--- config.mk ---
export PLATFORM = sky130hd
export DESIGN_NAME = cpu_multicycle
export DESIGN_NICKNAME = d
export VERILOG_FILES = /design/src/rtl/cpu_multicycle.sv
export SDC_FILE = /design/constraint.sdc
export NUM_CORES = 1
export LEC_CHECK = 0
export ABC_AREA = 1
export BUFFER_PORTS_ARGS = -buffer_cell sky130_fd_sc_hd__buf_2
export CORE_MARGIN = 5
export CORE_UTILIZATION = 55
export DETAILED_ROUTE_END_ITERATION = 6
export PLACE_DENSITY = 0.8
export SLEW_MARGIN = 20
export SYNTH_ARGS = -nofsm -noshare
export SYNTH_HDL_FRONTEND = slang
export SYNTH_SLANG_ARGS = --single-unit
--- constraint.sdc ---
create_clock -name clk -period 2.5 [get_ports clk]
set_input_delay 0.375 -clock clk [delete_from_list [all_inputs] [get_ports clk]]
set_output_delay 0.375 -clock clk [all_outputs]
set_load 0.02 [all_outputs]
--- src/rtl/cpu_multicycle.sv ---
// Multicycle 16-bit-instruction CPU: a shared ALU sequenced by an FSM, with a req/ready
// data-memory handshake, a HALT instruction and a selectable illegal-opcode policy.
module cpu_multicycle #(
  parameter int DWIDTH          = 8,
  parameter int IWIDTH          = 16,
  parameter bit HALT_ON_ILLEGAL = 1'b0
) (
  input  logic              clk,
  input  logic              reset,
  output logic [DWIDTH-1:0] pc,
  input  logic [IWIDTH-1:0] instr,
  output logic              mem_req,
  output logic              memwrite,
  input  logic              mem_ready,
  output logic [DWIDTH-1:0] aluout,
  output logic [DWIDTH-1:0] writedata,
  input  logic [DWIDTH-1:0] readdata,
  output logic              halted
);

  typedef enum logic [2:0] {
    S_FETCH  = 3'd0,
    S_DECODE = 3'd1,
    S_EXEC   = 3'd2,
    S_MEM    = 3'd3,
    S_WB     = 3'd4,
    S_HALT   = 3'd5
  } state_t;

  localparam logic [3:0] OP_NOP  = 4'h0;
  localparam logic [3:0] OP_ADD  = 4'h1;
  localparam logic [3:0] OP_SUB  = 4'h2;
  localparam logic [3:0] OP_AND  = 4'h3;
  localparam logic [3:0] OP_OR   = 4'h4;
  localparam logic [3:0] OP_SLT  = 4'h5;
  localparam logic [3:0] OP_ADDI = 4'h6;
  localparam logic [3:0] OP_LW   = 4'h7;
  localparam logic [3:0] OP_SW   = 4'h8;
  localparam logic [3:0] OP_BEQ  = 4'h9;
  localparam logic [3:0] OP_J    = 4'hA;
  localparam logic [3:0] OP_HALT = 4'hF;

  localparam logic [DWIDTH-1:0] ZERO_C = {DWIDTH{1'b0}};
  localparam logic [DWIDTH-1:0] ONE_C  = {{(DWIDTH-1){1'b0}}, 1'b1};

  state_t            state_r, state_next_s;
  logic [IWIDTH-1:0] ir_r;
  logic [DWIDTH-1:0] a_r, b_r, mdr_r;
  logic [DWIDTH-1:0] regs_r [0:3];

  logic [3:0]        op_s;
  logic [1:0]        rd_s, rs_s, rt_s;
  logic [DWIDTH-1:0] imm_s, pc_inc_s, alu_s, pc_exec_s;
  logic              illegal_s, halt_dec_s;

  // Sign-extends (or truncates) the 8-bit immediate to the datapath width.
  function automatic logic [DWIDTH-1:0] sext_imm(input logic [7:0] imm);
    return DWIDTH'($signed(imm));
  endfunction

  assign op_s       = ir_r[15:12];
  assign rd_s       = ir_r[11:10];
  assign rs_s       = ir_r[9:8];
  assign rt_s       = ir_r[7:6];
  assign imm_s      = sext_imm(ir_r[7:0]);
  assign pc_inc_s   = pc + ONE_C;
  assign illegal_s  = (op_s >= 4'hB) && (op_s <= 4'hE);
  assign halt_dec_s = (op_s == OP_HALT) || (illegal_s && HALT_ON_ILLEGAL);

  // Shared ALU: arithmetic, address generation and branch-target computation.
  always_comb begin
    alu_s = ZERO_C;
    case (op_s)
      OP_ADD:               alu_s = a_r + b_r;
      OP_SUB:               alu_s = a_r - b_r;
      OP_AND:               alu_s = a_r & b_r;
      OP_OR:                alu_s = a_r | b_r;
      OP_SLT:               alu_s = ($signed(a_r) < $signed(b_r)) ? ONE_C : ZERO_C;
      OP_ADDI, OP_LW, OP_SW: alu_s = a_r + imm_s;
      OP_BEQ:               alu_s = pc_inc_s + imm_s;
      OP_J:                 alu_s = imm_s;
      default:              alu_s = ZERO_C;
    endcase
  end

  // Program-counter value committed by instructions that finish in EXEC.
  always_comb begin
    pc_exec_s = pc_inc_s;
    case (op_s)
      OP_BEQ:  pc_exec_s = (a_r == b_r) ? alu_s : pc_inc_s;
      OP_J:    pc_exec_s = imm_s;
      default: pc_exec_s = pc_inc_s;
    endcase
  end

  // Next-state logic of the instruction sequencer.
  always_comb begin
    state_next_s = state_r;
    case (state_r)
      S_FETCH: state_next_s = S_DECODE;
      S_DECODE: begin
        if (halt_dec_s) state_next_s = S_HALT;
        else            state_next_s = S_EXEC;
      end
      S_EXEC: begin
        case (op_s)
          OP_ADD, OP_SUB, OP_AND, OP_OR, OP_SLT, OP_ADDI: state_next_s = S_WB;
          OP_LW, OP_SW:                                   state_next_s = S_MEM;
          default:                                        state_next_s = S_FETCH;
        endcase
      end
      S_MEM: begin
        if (!mem_ready)          state_next_s = S_MEM;
        else if (op_s == OP_LW)  state_next_s = S_WB;
        else                     state_next_s = S_FETCH;
      end
      S_WB:    state_next_s = S_FETCH;
      S_HALT:  state_next_s = S_HALT;
      default: state_next_s = S_FETCH;
    endcase
  end

  // State, datapath registers and registered status/handshake outputs.
  always_ff @(posedge clk) begin
    if (reset) begin
      state_r   <= S_FETCH;
      ir_r      <= {IWIDTH{1'b0}};
      a_r       <= ZERO_C;
      b_r       <= ZERO_C;
      mdr_r     <= ZERO_C;
      pc        <= ZERO_C;
      aluout    <= ZERO_C;
      writedata <= ZERO_C;
      mem_req   <= 1'b0;
      memwrite  <= 1'b0;
      halted    <= 1'b0;
      for (int i = 0; i < 4; i++) regs_r[i] <= ZERO_C;
    end else begin
      state_r  <= state_next_s;
      mem_req  <= (state_next_s == S_MEM);
      memwrite <= (state_next_s == S_MEM) && (op_s == OP_SW);
      halted   <= (state_next_s == S_HALT);
      case (state_r)
        S_FETCH: ir_r <= instr;
        S_DECODE: begin
          a_r <= regs_r[rs_s];
          // Stores and branches take their second operand from the rd field.
          b_r <= ((op_s == OP_SW) || (op_s == OP_BEQ)) ? regs_r[rd_s] : regs_r[rt_s];
        end
        S_EXEC: begin
          aluout <= alu_s;
          if ((op_s == OP_LW) || (op_s == OP_SW)) writedata <= b_r;
          if (state_next_s == S_FETCH) pc <= pc_exec_s;
        end
        S_MEM: begin
          if (mem_ready) begin
            if (op_s == OP_LW) mdr_r <= readdata;
            else               pc    <= pc_inc_s;
          end
        end
        S_WB: begin
          // regs_r[0] is never written, so r0 always reads as zero.
          if (rd_s != 2'd0) regs_r[rd_s] <= (op_s == OP_LW) ? mdr_r : aluout;
          pc <= pc_inc_s;
        end
        default: ;
      endcase
    end
  end

endmodule

**Word level (Yosys, flattened, before mapping)**

Memories as Yosys holds them, arrays and structs flattened. A register that Yosys moved wholly into a read port is not among the register bits.
Cells that the tools add are included.
W data, S select, Z words.

- $add $sub $neg: 5
- $mul: 0
- Div/mod/pow operators: 0
- $lt $le $gt $ge: 1
- Equality and inequality tests: 22
- Shift operators: 0
- Multiplexer cells: 29
- Bitwise logic cells: 2
- Reductions and logical operators: 12

Operators by type and width:

| cell | number |
|---|---|
| $pmux W8 S8 | 1 |
| $mux W8 | 7 |
| $add A8 B8 Y8 | 3 |
| $pmux W8 S3 | 1 |
| $eq A4 B3 Y1 const B | 4 |
| $eq A4 B4 Y1 const B | 4 |
| $pmux W8 S2 | 1 |
| $pmux W3 S5 | 1 |
| $mux W2 | 5 |
| $eq A3 B2 Y1 const B | 3 |
| $eq A3 B3 Y1 const B | 3 |
| $mux W3 | 3 |
| $add A8 B1 Y8 const B | 1 |
| $and A8 B8 Y8 | 1 |
| $eq A4 B2 Y1 const B | 2 |
| $eq A8 B8 Y1 | 1 |
| $lt A8 B8 Y1 | 1 |
| $mux W1 | 8 |
| $mux W4 | 2 |
| $or A8 B8 Y8 | 1 |
| $reduce_or A8 Y1 | 1 |
| $sub A8 B8 Y8 | 1 |
| $logic_not A3 Y1 | 2 |
| $ne A2 B2 Y1 const B | 3 |
| 10 further kinds | 11 |

- Register bits: 62
- Bits in latches: 0
- Memory bits (writable): 32
- ROM bits: 48
- Input port bits: 27
- Word-level logic and storage cells: 83
- Memories: 2

Memories:

| memory | words | width | rd ports | clocked after memory_dff | wr ports | RTL line | source |
|---|---|---|---|---|---|---|---|
| (name not given) | 16 | 3 | 1 | 1 | 0 | 106 | `case (op_s)` |
| regs_r | 4 | 8 | 3 | 3 | 4 | 49 | `logic [DWIDTH-1:0] regs_r [0:3];` |

**Logic depth before layout (Yosys ltp)**

Gate-level depths: netlist of run 1.

- Depth after elaboration: 7
- Depth in mapped cells: 20

**Worst setup path after synthesis of run 1**

Ideal clock, no wire load.

- Path type: register to register
- Start point: register ir_r[12]
- End point: register pc[4]
- Arrival: 2545 ps
- Required time: 2381 ps
- Slack: -165 ps
- Stages on the path, launching flop included: 20
- Buffers on the path: 1
- Clock period less this slack: 2665 ps
- Cells stage by stage: dfxtp_1 -> inv_1 -> nor2_1 -> nand2_2 -> clkbuf_1 -> nand2_1 -> o21ai_0 -> ha_1 -> fa_1 -> nand2_1 -> a21oi_1 -> nor3_1 -> nand3b_1 -> nand2_1 -> nor3_1 -> nand2_1 -> o21ai_0 -> o21ai_0 -> nand2_1 -> a21oi_1

- Longest elaborated chain between the ends: 7

RTL lines:

| what | RTL line | source |
|---|---|---|
| start, declared | 47 | `logic [IWIDTH-1:0] ir_r;` |
| start signal, assigned | 127 | `ir_r <= {IWIDTH{1'b0}};` |
| start signal, assigned | 144 | `S_FETCH: ir_r <= instr;` |
| $eq A4 B3 Y1 (tied with other cells) | 73, 114, 157 |  |
| $reduce_or A3 Y1 / $mux W3 (equally long branches) | 73, 114 |  |
| $pmux W8 S8 / $mux W3 (equally long branches) | 73, 113 |  |
| $mux W8 / $pmux W3 S5 (equally long branches) | 90, 99 |  |
| $pmux W8 S2 / $logic_not A3 Y1 (equally long branches) | 89, 153 |  |
| $mux W8 / $ne A2 B2 Y1 (equally long branches) | -- |  |
| $pmux W8 S3 / $reduce_and A4 Y1 (equally long branches) | -- |  |
| end signal, assigned | 153 | `if (state_next_s == S_FETCH) pc <= pc_exec_s;` |
| end signal, assigned | 158 | `else pc <= pc_inc_s;` |
| end signal, assigned | 164 | `pc <= pc_inc_s;` |
| end, declared | 10 | `output logic [DWIDTH-1:0] pc,` |

Parallel ways exist; a longest one is shown, timed or not. The select of a mux whose other input is x is not followed.
A chain may end at the register's enable or synchronous reset.

**Worst setup path after layout of run 1**

- Start point: register pc[1]
- End point: register pc[7]

- Longest elaborated chain between the ends: 7

RTL lines:

| what | RTL line | source |
|---|---|---|
| $add A8 B1 Y8 (*) | 66 | `assign pc_inc_s = pc + ONE_C;` |
| $add A8 B8 Y8 | 80 | `OP_BEQ: alu_s = pc_inc_s + imm_s;` |
| $pmux W8 S8 | 73 | `case (op_s)` |
| $mux W8 | 90 | `OP_BEQ: pc_exec_s = (a_r == b_r) ? alu_s : pc_inc_s;` |
| $pmux W8 S2 | 89 | `case (op_s)` |
| $mux W8 | 153 |  |
| $pmux W8 S3 (*) | 143 | `case (state_r)` |

Every way passes the cells marked *; elsewhere a longest branch is shown, timed or not. The select of a mux whose other input is x is not followed.

==> out/results.ini, run 1 <==
[run_status]
status = finished, violations left
failed_checks = design-rule violations, negative setup slack

[sta]
final_max_slew_viols = 0
hold_ws_ns = 0.266
unrepaired_setup_endpoints_after_global_routing = yes
finalCritPeriodShare = 1.04
finalWorstSetupSlack_ns = -0.101
report.final.hold_viol_count = 0
timing.clock.skew_ns = 0.0136
clock.fmax_ghz = 0.384
min_period_ns = 2.60
setup_tns_ns = -0.141
report.final.setup_viol = 3

[synth]
ys_warn_count = 0
synthCells = 908
synthesis.area_per_instance_um2 = 7.15
synth_cell_types = 43
synthArstFlopShare = 0
synth-edff-count = 32
synth_flop_cell = dfxtp_1
postSynthRegisterBits = 108
synth_area_um2 = 6490
ys_seq_area_frac = 0.382

[global_routing]
met1_usage = 0.359
wire_length_of_the_first_global_routing_pass_um = 29900
grt_start_max_net_pins = 30
groute.layer.met3.usage = 0.0315
number_of_global_route_vias_before_repair = 6052
grt_usage = 0.263
global_route.overflow_total = 0
grt_use_met2 = 0.418
top_usage_layer = met2
grt_antenna_before_repair = 0

[detailed_routing]
via_per_inst = 5.76
drt_drc_violations_left = 2
firstDrtPassIters = 7
detail_route.iter0.violations = 916
route.antenna.remaining_nets = 0
wl_per_cell_um = 16.5
detailroute.via_count = 6620
postRouteWirelength_um = 19000

[setup_path]
path_max_fanout = 3
criticalPathCategory = reg2reg
start_kind = flip-flop
crit_path_cell_trace = ha_4 > nand2_4 > nor2_4 > nand2_2 > xor2_2 > o21ai_1 > ha_1 > nand2_2 > o21ai_2 > a21oi_2 > inv_1 > nand3_1 > nand3_1 > nand4_1 > o21bai_1 > nand2_1 > nand2_1 > a21oi_1
worst_ep_required_time_ns = 2.76
worst_r2r_startpoint = pc[1]$_SDFFE_PP0P_
worst_r2r_path_depth = 18
critical_path.slowest_cell = dfxtp_4
critical_path.endpoint = pc[7]$_SDFFE_PP0P_
r2r-end = pc[7]$_SDFFE_PP0P_
critical-path-max-stage-delay_ns = 0.39
worst-endpoint-arrival_ns = 2.86
timing.reg2reg.setup_slack_ns = -0.10
crit_path_start = pc[1]$_SDFFE_PP0P_
type_of_element_capturing_the_critical_path = flip-flop

[floorplan]
dieWidth_um = 119
floorplan.initialDensity = 0.564
io-pin-count = 54
die_area_um2 = 14100
chipHeight_um = 119
rows = 39
fp.coreArea_um2 = 11500

[place]
port_buffers = 53
place.gp.congestion = 0.953
placed_cells_incl_taps = 1124
dp_slack_ns = -0.0372
detailedPlacementHpwl_um = 14100

[clock_tree]
number_of_sinks_handled_by_clock_tree_synthesis = 108
clk-insertion-delay-late_ns = 0.36
ctsLongestPathBuffers = 2
root_buffer = clkbuf_16
h_tree_level_count = 3
clkSlewWorstSetupHoldPaths_ns = 0.08
tritoncts = built
hold_bufs_at_cts = 0
cts_inserted_buffers = 9

[power]
power.density_cell_area_nw_per_um2 = 844
clock_power_share = 0.222
cellInternalPower_mw = 3.89
power_frac_seq = 0.348
ir_drop_mv = 0.477
overall_power_consumption_mw = 6.61
net-switching-power_mw = 2.72
p_comb_frac = 0.429
leakage_nw = 3.61
sw_frac_of_total = 0.411

[hold_path]
worst_hold_path_type = in2reg

[job]
max_cap_viol_count = 0

[finish]
ff_latch_area_um2 = 2500
mostFrequentLayoutCells = 137 x nand2_1, 131 x o21ai_0, 110 x nor2_1
layout.nets = 1065
multi_input_area_um2 = 3730
nFillCells = 977
num_antenna_cells = 0
final_cells = 1150
layout-drive-gt1-share = 0.200
mostFrequentLayoutCell = nand2_1
area.growth.synth_to_final_pct = 20.7

[through the flow]
| stage | util | area, um^2 |
|---|---|---|
| after global placement | 0.624 | 7190 |
| after floorplan | - | 6540 |
| after global routing | 0.680 | 7830 |
| after detailed placement | 0.624 | 7190 |
| final | 0.680 | 7830 |
| after CTS | 0.652 | 7510 |
[flip-flops by register name (all words and copies together) (netlist names), named ones only]
name,count
memwrite,1
regs_r,32
state_r,3
b_r,8
mem_req,1
ir_r,16
halted,1
mdr_r,8
writedata,8
a_r,8
pc,8
aluout,8
[worst min-delay path by stage]
stage                           from  cells past startpoint                     to
2_1_floorplan  mdr_r[0]$_SDFFE_PP0P_                      2  mdr_r[0]$_SDFFE_PP0P_
3_3_place_gp   mdr_r[4]$_SDFFE_PP0P_                      2  mdr_r[4]$_SDFFE_PP0P_
3_5_place_dp   mdr_r[4]$_SDFFE_PP0P_                      2  mdr_r[4]$_SDFFE_PP0P_
4_1_cts                     instr[4]                      3   ir_r[4]$_SDFFE_PP0P_
5_1_grt                     instr[4]                      3   ir_r[4]$_SDFFE_PP0P_
6_report                    instr[4]                      3   ir_r[4]$_SDFFE_PP0P_
[synth_stat cells, types with 3 or more instances]
cell      instances  share of area
a21oi_1          79          0.061
clkbuf_1         27          0.016
dfxtp_1          76           0.23
edfxtp_1         32           0.15
fa_1              3         0.0093
ha_1             33          0.064
inv_1           103          0.060
inv_2             9         0.0052
nand2_1         145          0.084
nand2_2           3         0.0029
nand3_1          43          0.033
nand4_1           4         0.0039
nor2_1          119          0.069
nor2_4            5         0.0087
nor3_1           10         0.0077
o211ai_1         10          0.012
o21ai_0         144           0.11
o21ai_1           4         0.0031
o21bai_1          7         0.0081
o22ai_1          22          0.021
[layer usage]
layer  part of all wire  up-vias
li1                   -     3227
met1               0.41     2973
met2               0.46      367
met3              0.089       53
met4              0.036        0
met5                  0        -
[power by group through the flow]
stage	combinational (mW)	sequential, mW	clock, mW
floorplan	1.64	2.29	0
global placement	2.49	2.29	0
detailed placement	2.52	2.30	0
CTS	2.56	2.26	1.49
global route	3.12	2.33	1.56
finish	2.84	2.30	1.47
[critical path, delay by kind of cell (launching register included)]
kind / cells / cell delay, ns
adders and majority gates: 2 / 0.52
buffers and inverters: 1 / 0.06
AOI/OAI and AO/OA: 5 / 0.56
xor gates and xnor gates: 1 / 0.16
DFF: 1 / 0.39
and+or+nand+nor: 9 / 0.81
[layout make-up]
type	count	share of cell area
Multi-Input combinational cell	664	0.476
Sequential cell	108	0.319
Timing Repair Buffer	104	0.0874
Inverter	115	0.0557
Clock buffer	10	0.0297
Tap cell	143	0.0228
Clock inverter	6	0.00894
[logic make-up after synthesis]
logic type	count (synthesis)	synth area share
AO/OA/AOI/OAI	277	0.230
XOR/XNOR	4	0.00540
adder cells (fa/ha/maj)	36	0.0729
buffers and inverters	143	0.0833
flip-flops	108	0.382
other	1	0.000578
AND/OR/NAND/NOR	339	0.226
[what timing repair did]
| item | 4_1_cts | 5_1_grt |
|---|---|---|
| setup endpoints to repair | 5 | 13 |
| setup buffers | 1 | 10 |
| gates resized for setup | 7 | 75 |
| pin swaps | 3 | 27 |
(Power assumes the default switching activity.)
==> inputs of run 2 (changes only) <==
--- a/config.mk
+++ b/config.mk
@@ -11,7 +11,6 @@
 export CORE_UTILIZATION = 55
 export DETAILED_ROUTE_END_ITERATION = 6
 export PLACE_DENSITY = 0.8
-export SLEW_MARGIN = 20
 export SYNTH_ARGS = -nofsm -noshare
 export SYNTH_HDL_FRONTEND = slang
 export SYNTH_SLANG_ARGS = --single-unit
==> constraint.sdc (replaced) <==
create_clock -name clk -period 2.3 [get_ports clk]
set_input_delay 0.345 -clock clk [delete_from_list [all_inputs] [get_ports clk]]
set_output_delay 0.345 -clock clk [all_outputs]
set_load 0.02 [all_outputs]
==> run 2 against run 1 <==
Against the previous run: clock power is 23% higher; worst setup slack worse by 0.15 ns; largest power group unchanged; sequential share of layout area down 1.7 points; the run ends with negative setup slack left.
==> out/results.ini, run 2 (synthesis gave the netlist of run 1 again) <==
[run_status]
status = finished, violations left
failed_checks = negative setup slack

[sta]
slew_headroom = 0.581
clock.fmax_ghz = 0.392  ; +1.9%
min_period_ns = 2.55  ; -0.0488 ns
report.final.hold_viol_count = 0  ; unchanged
finalWorstSetupSlack_ns = -0.252  ; -0.151 ns
report.final.setup_viol = 11  ; +8
unrepaired_setup_endpoints_after_global_routing = yes
hold_ws_ns = 0.232  ; -0.0337 ns
finalCritPeriodShare = 1.11  ; +0.0692
final_max_slew_viols = 0  ; unchanged
worst_pin_slew_ns = 0.623
timing.clock.skew_ns = 0.00780  ; -0.00585 ns

[clock_tree]
root_buffer = clkbuf_16
hold_bufs_at_cts = 0  ; unchanged
h_tree_level_count = 3  ; unchanged
clk-insertion-delay-late_ns = 0.36  ; about the same
number_of_sinks_handled_by_clock_tree_synthesis = 108  ; unchanged
ctsLongestPathBuffers = 2  ; unchanged
cts_inserted_buffers = 9  ; unchanged
tritoncts = built
clkSlewWorstSetupHoldPaths_ns = 0.07  ; about the same

[floorplan]
rows = 39  ; unchanged
fp.coreArea_um2 = 11500  ; unchanged
dieWidth_um = 119  ; unchanged
floorplan.initialDensity = 0.564  ; unchanged
die_area_um2 = 14100  ; unchanged
io-pin-count = 54  ; unchanged
chipHeight_um = 119  ; unchanged

[setup_path]
cp_num_cells = 20  ; +2
worst-endpoint-arrival_ns = 2.85  ; about the same
path_common_cell = nand2_1
worst_r2r_path_depth = 20  ; +2
worst_ep_required_time_ns = 2.60  ; -0.16 ns
critical-path-top-delay-family = simple AND/OR/NAND/NOR gates
type_of_element_capturing_the_critical_path = flip-flop
critical_path.slowest_cell = dfxtp_4
crit_path_start = pc[0]$_SDFFE_PP0P_
worst_r2r_startpoint = pc[0]$_SDFFE_PP0P_
crit_path_cell_trace = buf_6 > inv_4 > nor2_4 > buf_4 > xnor2_2 > o21ai_1 > ha_1 > nand2_1 > inv_1 > o21ai_1 > nand3_1 > a21boi_1 > o21ai_1 > nand3_1 > nor2_2 > nand2_1 > nand2_1 > nand2_1 > nand2_2 > a21oi_2
critical_path_buf_inv_count = 4  ; +3
timing.reg2reg.setup_slack_ns = -0.25  ; -0.15 ns
path_max_fanout = 4  ; +1
start_kind = flip-flop
critical-path-max-stage-delay_ns = 0.37  ; -0.02 ns
criticalPathCategory = reg2reg

[detailed_routing]
firstDrtPassIters = 6  ; -1
detail_route.iter0.violations = 873  ; -4.7%
via_per_inst = 5.80  ; +0.68%
drt_drc_violations_left = 0  ; -2
wl_per_cell_um = 16.6  ; +0.76%
route.antenna.remaining_nets = 0  ; unchanged
postRouteWirelength_um = 20000  ; +5.1%
detailroute.via_count = 6955  ; +5.1%

[finish]
layout.nets = 1115  ; +4.7%
mostFrequentLayoutCells = 133 x nand2_1, 130 x o21ai_0, 110 x nor2_1
layout-drive-gt1-share = 0.241  ; +0.0416
mostFrequentLayoutCell = nand2_1
largest_register_ffs = 32  ; unchanged
max_flop_register = regs_r
area.growth.synth_to_final_pct = 27.4
nFillCells = 889  ; -9.0%
num_antenna_cells = 0  ; unchanged
final_design_area_no_fill_um2 = 8270  ; +5.6%
top_regs = regs_r (32), ir_r (16)
final_cells = 1200  ; +4.3%

[global_routing]
number_of_global_route_vias_before_repair = 6290  ; +3.9%
global_route.overflow_total = 0  ; unchanged
grt_antenna_before_repair = 0  ; unchanged
grt_start_max_net_pins = 48  ; +60%
grt_usage = 0.270  ; +0.00686
wire_length_of_the_first_global_routing_pass_um = 30700  ; +2.5%

[job]
max_cap_viol_count = 0  ; unchanged

[power]
ir_drop_mv = 0.564  ; +18%
power.density_cell_area_nw_per_um2 = 939  ; +11%
leakage_nw = 3.88  ; +7.2%

[place]
port_buffers = 53  ; unchanged
detailedPlacementHpwl_um = 14300  ; +1.2%
place.gp.congestion = 0.935  ; -1.9%
placed_cells_incl_taps = 1168  ; +3.9%
place_area_um2 = 7550  ; +5.0%

[hold_path]
worst_hold_path_type = in2reg
worstHoldPathCells = 3  ; unchanged
worst_hold_startpoint = instr[2]

## run 2: cell count changes in the layout (fill, tap and decap cells not counted), sizes merged
| cell | previous run | this run |
|---|---|---|
| buf | 104 | 154 |
| clkinv | 4 | 2 |
| bufinv | 1 | 3 |
## run 2: where the power goes
group	switching, mW	internal (mW)	total [mW]	leakage [nW]
logic	2.10	1.40	3.50	2.76
clock network	0.733	1.08	1.81	0.165
registers	0.240	2.21	2.45	0.953
total	3.08	4.69	7.77	3.88
## run 2: cell type report
class / count / area (um^2) / area share
timing repair buffer: 154 / 1050 / 0.127
clock inverter: 6 / 118 / 0.0142
multi-input combinational: 664 / 3760 / 0.454
tap: 143 / 179 / 0.0216
inverter: 115 / 439 / 0.0531
clock buffer: 10 / 229 / 0.0277
sequential: 108 / 2500 / 0.302
## run 2: worst register-to-register path: stages (launching register included)
cell and delay, ns:
dfxtp_4 0.37, buf_6 0.11, inv_4 0.03, nor2_4 0.11, buf_4 0.13, xnor2_2 0.12, o21ai_1 0.13, ha_1 0.37
nand2_1 0.08, inv_1 0.04, o21ai_1 0.16, nand3_1 0.12, a21boi_1 0.15, o21ai_1 0.08, nand3_1 0.10, nor2_2 0.05
nand2_1 0.06, nand2_1 0.05, nand2_1 0.06, nand2_2 0.06, a21oi_2 0.12
## run 2: metrics by stage
| step | setup slack, ns | TNS [ns] | util | power (mW) |
|---|---|---|---|---|
| after floorplan | -0.0969 | -0.147 | - | 4.29 |
| after global placement | -0.190 | -1.08 | 0.655 | 5.52 |
| after detailed placement | -0.235 | -1.54 | 0.655 | 5.55 |
| after CTS | -0.136 | -0.731 | 0.702 | 7.50 |
| after global routing | -0.420 | -3.22 | 0.718 | 8.19 |
| final | -0.252 | -1.73 | 0.718 | 7.77 |
## run 2: repair_timing
item / CTS / global route
pin swaps: 27 / 31
setup buffers: 9 / 9
hold endpoints to repair: 0 / 0
setup endpoints to repair: 13 / 14
resized for setup: 44 / 36
## run 2: final timing paths
kind / endpoint
setup / recovery: pc[6]$_SDFFE_PP0P_
hold / removal: ir_r[2]$_SDFFE_PP0P_
setup reg to reg: pc[6]$_SDFFE_PP0P_
hold reg to reg: mdr_r[2]$_SDFFE_PP0P_
## run 2: layer usage
metal / vias to the layer above / GRT usage / share of wire
met2: 409 / 0.437 / 0.47
met3: 54 / 0.0478 / 0.097
met5: - / 0 / 0
met4: 0 / 0.105 / 0.031
met1: 3157 / 0.360 / 0.41
li1: 3335 / - / -
